--- src/rtl/csa_accumulator.sv ---
// Carry-save multi-operand accumulator: reduces a group of operands into a
// (sum, carry) vector pair for a downstream carry-propagate adder.
module csa_accumulator #(
  parameter int  WIDTH   = 4,
  parameter int  MAX_OPS = 8,
  localparam int CW      = $clog2(MAX_OPS + 1)
) (
  input  logic             clk,
  input  logic             rst,
  input  logic             in_valid,
  output logic             in_ready,
  input  logic [WIDTH-1:0] in_data,
  input  logic             in_last,
  output logic             out_valid,
  input  logic             out_ready,
  output logic [WIDTH-1:0] out_a,
  output logic [WIDTH-1:0] out_b,
  output logic [CW-1:0]    out_count
);

  localparam logic [0:0] ST_ACC = 1'b0;
  localparam logic [0:0] ST_OUT = 1'b1;

  logic [0:0]       state_reg;
  logic [WIDTH-1:0] s_reg, c_reg;
  logic [WIDTH-1:0] s_next, c_next;
  logic [CW-1:0]    cnt_reg, cnt_next;
  logic             accept;
  logic             close_group;

  // One full adder per bit; the majority output lands one bit higher and the
  // top carry is dropped so the pair stays congruent mod 2^WIDTH.
  assign c_next[0] = 1'b0;
  for (genvar gi = 0; gi < WIDTH; gi++) begin : g_fa
    assign s_next[gi] = s_reg[gi] ^ c_reg[gi] ^ in_data[gi];
    if (gi < WIDTH - 1) begin : g_carry
      assign c_next[gi+1] = (s_reg[gi] & c_reg[gi]) |
                            (s_reg[gi] & in_data[gi]) |
                            (c_reg[gi] & in_data[gi]);
    end
  end

  assign cnt_next    = cnt_reg + CW'(1);
  assign in_ready    = (state_reg == ST_ACC) && !rst;
  assign accept      = in_valid && in_ready;
  assign close_group = in_last || (cnt_next == CW'(MAX_OPS));

  always_ff @(posedge clk or posedge rst) begin
    if (rst) begin
      state_reg <= ST_ACC;
      s_reg     <= '0;
      c_reg     <= '0;
      cnt_reg   <= '0;
    end else begin
      case (state_reg)
        ST_ACC: begin
          if (accept) begin
            s_reg   <= s_next;
            c_reg   <= c_next;
            cnt_reg <= cnt_next;
            if (close_group) state_reg <= ST_OUT;
          end
        end
        default: begin
          // Result is held frozen until the downstream stage takes it.
          if (out_ready) begin
            s_reg     <= '0;
            c_reg     <= '0;
            cnt_reg   <= '0;
            state_reg <= ST_ACC;
          end
        end
      endcase
    end
  end

  assign out_valid = (state_reg == ST_OUT);
  assign out_a     = s_reg;
  assign out_b     = c_reg;
  assign out_count = cnt_reg;

endmodule

--- config.mk ---
export PLATFORM = sky130hd
export DESIGN_NAME = csa_accumulator
export DESIGN_NICKNAME = d
export VERILOG_FILES = /design/src/rtl/csa_accumulator.sv
export SDC_FILE = /design/constraint.sdc
export NUM_CORES = 1
export LEC_CHECK = 0
export CAP_MARGIN = 20
export CORE_UTILIZATION = 42
export CTS_CLUSTER_DIAMETER = 100
export DETAILED_ROUTE_END_ITERATION = 7
export PLACE_DENSITY = 0.85
export SYNTH_ARGS = -nofsm -noshare
export SYNTH_HDL_FRONTEND = slang
export SYNTH_SLANG_ARGS = --single-unit
--- constraint.sdc ---
create_clock -name clk -period 1.2 [get_ports clk]
set_input_delay 0.12 -clock clk [delete_from_list [all_inputs] [get_ports clk]]
set_output_delay 0.12 -clock clk [all_outputs]
set_load 0.01 [all_outputs]
==> results of run 1 <==
-- cell type report --
cell class	count	area [um^2]
Fill cell	115	395
Multi-Input combinational cell	48	315
Sequential cell	12	300
Timing Repair Buffer	34	297
Clock buffer	4	36.3
Tap cell	15	18.8
Inverter	1	3.75
-- repair_timing --
item | 4_1_cts | 5_1_grt
setup buffers | 6 | 0
hold endpoints to repair | 0 | 0
gates resized for setup | 18 | 5
hold buffers | 0 | 0
endpoints found under the setup margin | 14 | 12
pin swaps | 2 | 2
-- layer usage --
metal | track usage | up-vias | share of wire
met3 | 0.0652 | 4 | 0.040
met4 | 0.0968 | 0 | 0.019
met5 | 0 | - | 0
met2 | 0.391 | 17 | 0.50
met1 | 0.267 | 271 | 0.44
li1 | - | 283 | -
-- power by group through the flow --
stage               clock (uW)  sequential, uW  combinational, uW
floorplan                    0             761                258
global placement             0             686                722
detailed placement           0             700                748
CTS                        330             652                772
global route               348             671                870
finish                     330             652                787
-- critical path: cells and delay by family (launching register included) --
| family | cells | cell delay (ps) |
|---|---|---|
| AOI/OAI and AO/OA | 1 | 160 |
| buffers and inverters | 2 | 340 |
| DFF | 1 | 400 |
| and+or+nand+nor | 2 | 300 |
-- through the flow --
step           instance area, um^2  TNS [ps]  hold slack (ps)  power [uW]  instances
2_1_floorplan                  643         0            -15.3        1020         65
3_3_place_gp                   893     -1290              459        1410        104
3_5_place_dp                   893     -1670              491        1450        104
4_1_cts                        960      -197              246        1750        114
5_1_grt                        971      -605              271        1890        114
6_report                       971      -146              248        1770        114
-- cell usage in the layout, fill, tap and decap left out, drive strengths merged, types with 2 or more instances in the layout --
cell type / Yosys / routed
o21ai: 8 / 8
nand2: 21 / 21
dfrtp: 12 / 12
clkbuf: 0 / 4
dlygate4sd2: 0 / 11
xor2: 2 / 2
ha: 2 / 2
mux2i: 3 / 3
nand3b: 2 / 2
fa: 2 / 2
buf: 4 / 14
clkdlybuf4s50: 0 / 8
-- registers in the layout, summed over array words and instances (netlist names) --
register / cells
out_a: 4
out_count: 4
out_valid: 1
out_b: 3
-- cell families (layout without fill, tap and decap cells) --
group           after synthesis  after routing  synth area share
compound gates               10             10            0.0895
xor+xnor                      2              2            0.0272
fa+ha+maj                     4              4             0.101
buf+inv                       5             39            0.0545
flops                        12             12             0.467
mux                           3              3            0.0467
other cells                   1              1           0.00583
simple gates                 28             28             0.208
-- how the worst max path moves through the flow --
stage | end | startpoint | slack [ps] | cells after the start
floorplan | out_count[2] | out_valid | 50 | 4
global placement | in_ready | rst | -170 | 3
detailed placement | out_count[3] | rst | -200 | 5
CTS | out_count[3] | out_valid | -90 | 5
global route | out_count[3] | out_valid | -160 | 5
finish | out_valid | out_valid | -80 | 5
==> key figures, run 1 <==
Status
  • Status: finished, violations left
  • Failing checks: negative setup slack

Setup path
  • Crit path max fanout: 11
  • Slowest stage delay, CP: 400 ps
  • Reg2reg end: out_valid
  • Critical path data required time: 1390 ps
  • Worst EP arrival: 1470 ps
  • Worst Setup Path Type: reg2reg
  • Flop-to-flop setup slack: -80 ps
  • Reg2reg start: out_valid
  • Startpoint types: register
  • Critical path capture point type: register
  • Critical-path cell list: buf_6 > nor3b_4 > buf_4 > nand3_1 > o21ai_1
  • Cells on worst reg2reg path: 5
  • CP max stage cell: dfrtp_1

Detailed routing
  • Antenna viol nets, final: 0
  • Routed vias: 575
  • Via density: 5.04
  • Total Wirelength: 1620 um
  • Initial DRC Count: 7
  • Routed len/inst: 14.2 um
  • DR pass1 iterations: 4
  • # DRC: 0

Global route
  • Vias in the first global route: 536
  • GR Overflow Total: 0
  • First-pass GRT wire length: 2410 um
  • Initial antenna violation count: 0
  • Gr usage total: 0.230
  • Largest net degree at the start of global routing: 13

Logic synthesis
  • Top post-synthesis cells by area: dfrtp_1, nand2_1, fa_1
  • Yosys top cell by area: dfrtp_1
  • Cells after synthesis: 65
  • Syn_nets: 78
  • Sequential share of the synthesized area: 0.467
  • Mapped cell area: 643 um^2
  • Number of synthesized flops with an enable pin: 0
  • Ys Warns: 0
  • Synth cell types: 21
  • Syn_area_per_cell: 9.89 um^2
  • Synth Flop Type: dfrtp_1
  • FF+latch count, synth: 12
  • Synth async-reset ratio: 1.00
  • Commonest cells in the netlist: nand2_1, dfrtp_1, o21ai_0
  • Post-synth top area share: 0.467
  • Cell with the most instances after synthesis: nand2_1

Min path
  • Worst Hold Class: in2async

Power and ir drop
  • Pwr dens: 1820 nW/um^2
  • Internal power: 1130 uW
  • Switch share: 0.363
  • Switching Power: 642 uW
  • Flop pwr share: 0.368
  • Maximum vdd drop: 0.00116 V
  • Leakage: 0.000509 uW
  • Combinational share of power: 0.445
  • Clock power frac: 0.187

Finish
  • Area delta synth->final: 51.0%
  • Util after Layout: 0.711
  • Diodes inserted: 0
  • Layout cells sized above 1: 0.212
  • Net count, final: 113

Floorplan
  • Chip height: 41.1 um
  • Core area: 1370 um^2
  • Die area: 1690 um^2
  • Row count: 13
  • Initial core utilization: 0.471
  • Die width: 41.1 um
  • I/O pin cnt: 23

Clocking
  • CTS Root Cell: clkbuf_4
  • Clock sink total: 12
  • Clock transition at the registers of the reported paths: 80 ps
  • CTS max path bufs: 2
  • CTS tree: yes
  • Clock latency on the worst-skew pair: 280 ps
  • H-tree levels: 1
  • TritonCTS buffer count: 3

Place
  • GPL Wtd Cong: 0.627
  • DP HPWL: 994 um
  • I/O Buffers: 21
  • Worst slack at placement: -199 ps

STA
  • Worst setup margin: -75.7 ps
  • RSZ-0062 raised after global routing: true
  • Slew Limit Fails: 0
  • Fin crit share: 1.06
  • Final Hold Vio Count: 0
  • F_max: 784 MHz
  • Final setup fails: 4
  • Clock skew: 7.01 ps
  • Fin crit period: 1280 ps

Flow run
  • Max cap viols: 0
(Power assumes the default switching activity.)
==> inputs of run 2 (changes only) <==
ABC_AREA = 1   (was default)
CORE_UTILIZATION = 43   (was 42)
PLACE_DENSITY = 0.86   (was 0.85)
==> key figures, run 2 <==
Setup path
  • Critical-path cell list: dlygate4sd2_1
  • Crit path buffers/inverters: 1
  • Slowest stage delay, CP: 430 ps
  • Critical path capture point type: primary output
  • Worst Setup Path Type: reg2out
  • Critical path data required time: 1080 ps
  • Reg2reg end: out_count[2]
  • Startpoint types: register
  • Crit path max fanout: 3
  • WP depth: 1
  • Critical path's top delay family: flip-flops
  • Crit path from: out_valid
  • Worst EP arrival: 1010 ps
  • Worst setup endpoint: out_valid
  • Reg2reg start: out_count[0]
  • Cells on worst reg2reg path: 4
  • Flop-to-flop setup slack: 80 ps
  • CP max stage cell: dfrtp_1

STA
  • TNS Setup: 0 ps
  • F_max: 882 MHz
  • Slew Limit Fails: 0
  • RSZ-0062 raised after global routing: false
  • Fin crit period: 1130 ps
  • Worst setup margin: 66.1 ps
  • Final Hold Vio Count: 0
  • Final setup fails: 0
  • Fin crit share: 0.945
  • Clock skew: 3.49 ps

Detailed routing
  • DR pass1 iterations: 3
  • Routed len/inst: 11.0 um
  • Antenna viol nets, final: 0
  • Initial DRC Count: 7
  • Total Wirelength: 1380 um
  • Via density: 4.73
  • Routed vias: 591
  • # DRC: 0

Finish
  • Util after Layout: 0.705
  • Multi-input gate area: 313 um^2
  • Diodes inserted: 0
  • Net count, final: 124
  • Layout cells sized above 1: 0.200
  • Area delta synth->final: 44.5%
  • Leading cell type in the layout, fill and taps excluded: nand2_1
  • Non-Filler Instances: 125
  • Fillers: 118
  • Most frequent cells in the layout: nand2_1, dfrtp_1, dlygate4sd2_1
  • FF/Latch Area: 300 um^2

Floorplan
  • I/O pin cnt: 23
  • Chip height: 41.4 um
  • Die area: 1710 um^2
  • Die width: 41.4 um
  • Initial core utilization: 0.488
  • Core area: 1370 um^2
  • Row count: 13

Place
  • GPL Wtd Cong: 0.749
  • I/O Buffers: 21
  • Post-Place Cells: 118
  • DP HPWL: 1000 um
  • Worst slack at placement: -167 ps

Clocking
  • CTS max path bufs: 2
  • CTS Root Cell: clkbuf_4
  • Clock latency on the worst-skew pair: 280 ps
  • Clock transition at the registers of the reported paths: 80 ps
  • H-tree levels: 1
  • Hold-fix buffers, CTS: 0
  • TritonCTS buffer count: 3
  • Clock sink total: 12
  • CTS tree: yes

Logic synthesis
  • Cells after synthesis: 79
  • Syn_area_per_cell: 8.44 um^2
  • Post-synth top area share: 0.450
  • Yosys top cell by area: dfrtp_1
  • Mapped cell area: 667 um^2
  • Synth cell types: 19
  • Ys Warns: 0
  • Commonest cells in the netlist: nand2_1, dfrtp_1, inv_1
  • Syn_nets: 92
  • FF+latch count, synth: 12
  • Sequential share of the synthesized area: 0.450
  • Synth async-reset ratio: 1.00
  • Cell with the most instances after synthesis: nand2_1
  • Number of synthesized flops with an enable pin: 0
  • Top post-synthesis cells by area: dfrtp_1, nand2_1, fa_1
  • Synth Flop Type: dfrtp_1

Global route
  • Vias in the first global route: 532
  • First-pass GRT wire length: 2160 um
  • Initial antenna violation count: 0
  • GR Overflow Total: 0
  • Largest net degree at the start of global routing: 13
  • Gr usage total: 0.210

Power and ir drop
  • Pwr dens: 1810 nW/um^2
  • Final Power: 1750 uW
  • Maximum vdd drop: 0.00145 V
  • Leakage: 0.000553 uW

Min path
  • Worst Hold Class: in2async

Flow run
  • Max cap viols: 0

Status
  • Status: complete, no violations
run 2: changes by cell type after synthesis, sizes merged, moves of 2 or more:
cell and change:
nand3 +2, nand3b -2, o21ai -5, xor2 -2, nand2 +18, mux2i -3, inv +9, buf -2
run 2: layer usage:
metal	vias to the layer above	track usage	routed length (um)
met3	4	0.0638	68
li1	298	-	-
met5	-	0	0
met4	0	0.145	42
met2	14	0.379	715
met1	275	0.202	554
run 2: final cells by class:
class | count | share of cell area
well taps | 15 | 0.0195
clock buffers | 4 | 0.0377
inverters | 10 | 0.0468
flip-flops and latches | 12 | 0.312
multi-input cells | 55 | 0.325
repair buffers | 29 | 0.260
run 2: how the worst min path moves through the flow:
stage	start	to	slack (ps)	cells past startpoint
3_5_place_dp	out_a[0]	out_a[0]	490	2
3_3_place_gp	out_a[0]	out_a[0]	490	2
4_1_cts	rst	out_count[2]	270	2
2_1_floorplan	rst	out_a[0]	-20	1
5_1_grt	rst	out_valid	300	2
6_report	rst	out_b[3]	230	2
run 2: repair_timing:
| action | 4_1_cts | 5_1_grt |
|---|---|---|
| setup endpoints to repair | 13 | 11 |
| gates resized for setup | 16 | 3 |
| pin swaps | 0 | 1 |
| setup buffers | 3 | 1 |
| gates cloned | 0 | 0 |
run 2: where the power goes:
group	leakage, uW	internal (uW)	switching [uW]
sequential	0.000156	542	103
clock	0.0000210	185	139
combinational	0.000376	384	394
run 2: per-stage QoR:
stage                     area, um^2  hold slack, ps
after global placement           915             489
after global routing             963             296
after floorplan                  667           -15.3
after detailed placement         915             492
after CTS                        953             266
final                            963             234
run 2: cells by family after synthesis:
family	count (synthesis)	synth area share
compound gates	3	0.0281
xor+xnor	1	0.0131
flops	12	0.450
simple gates	46	0.313
buf+inv	12	0.0919
fa+ha+maj	4	0.0976
other cells	1	0.00562
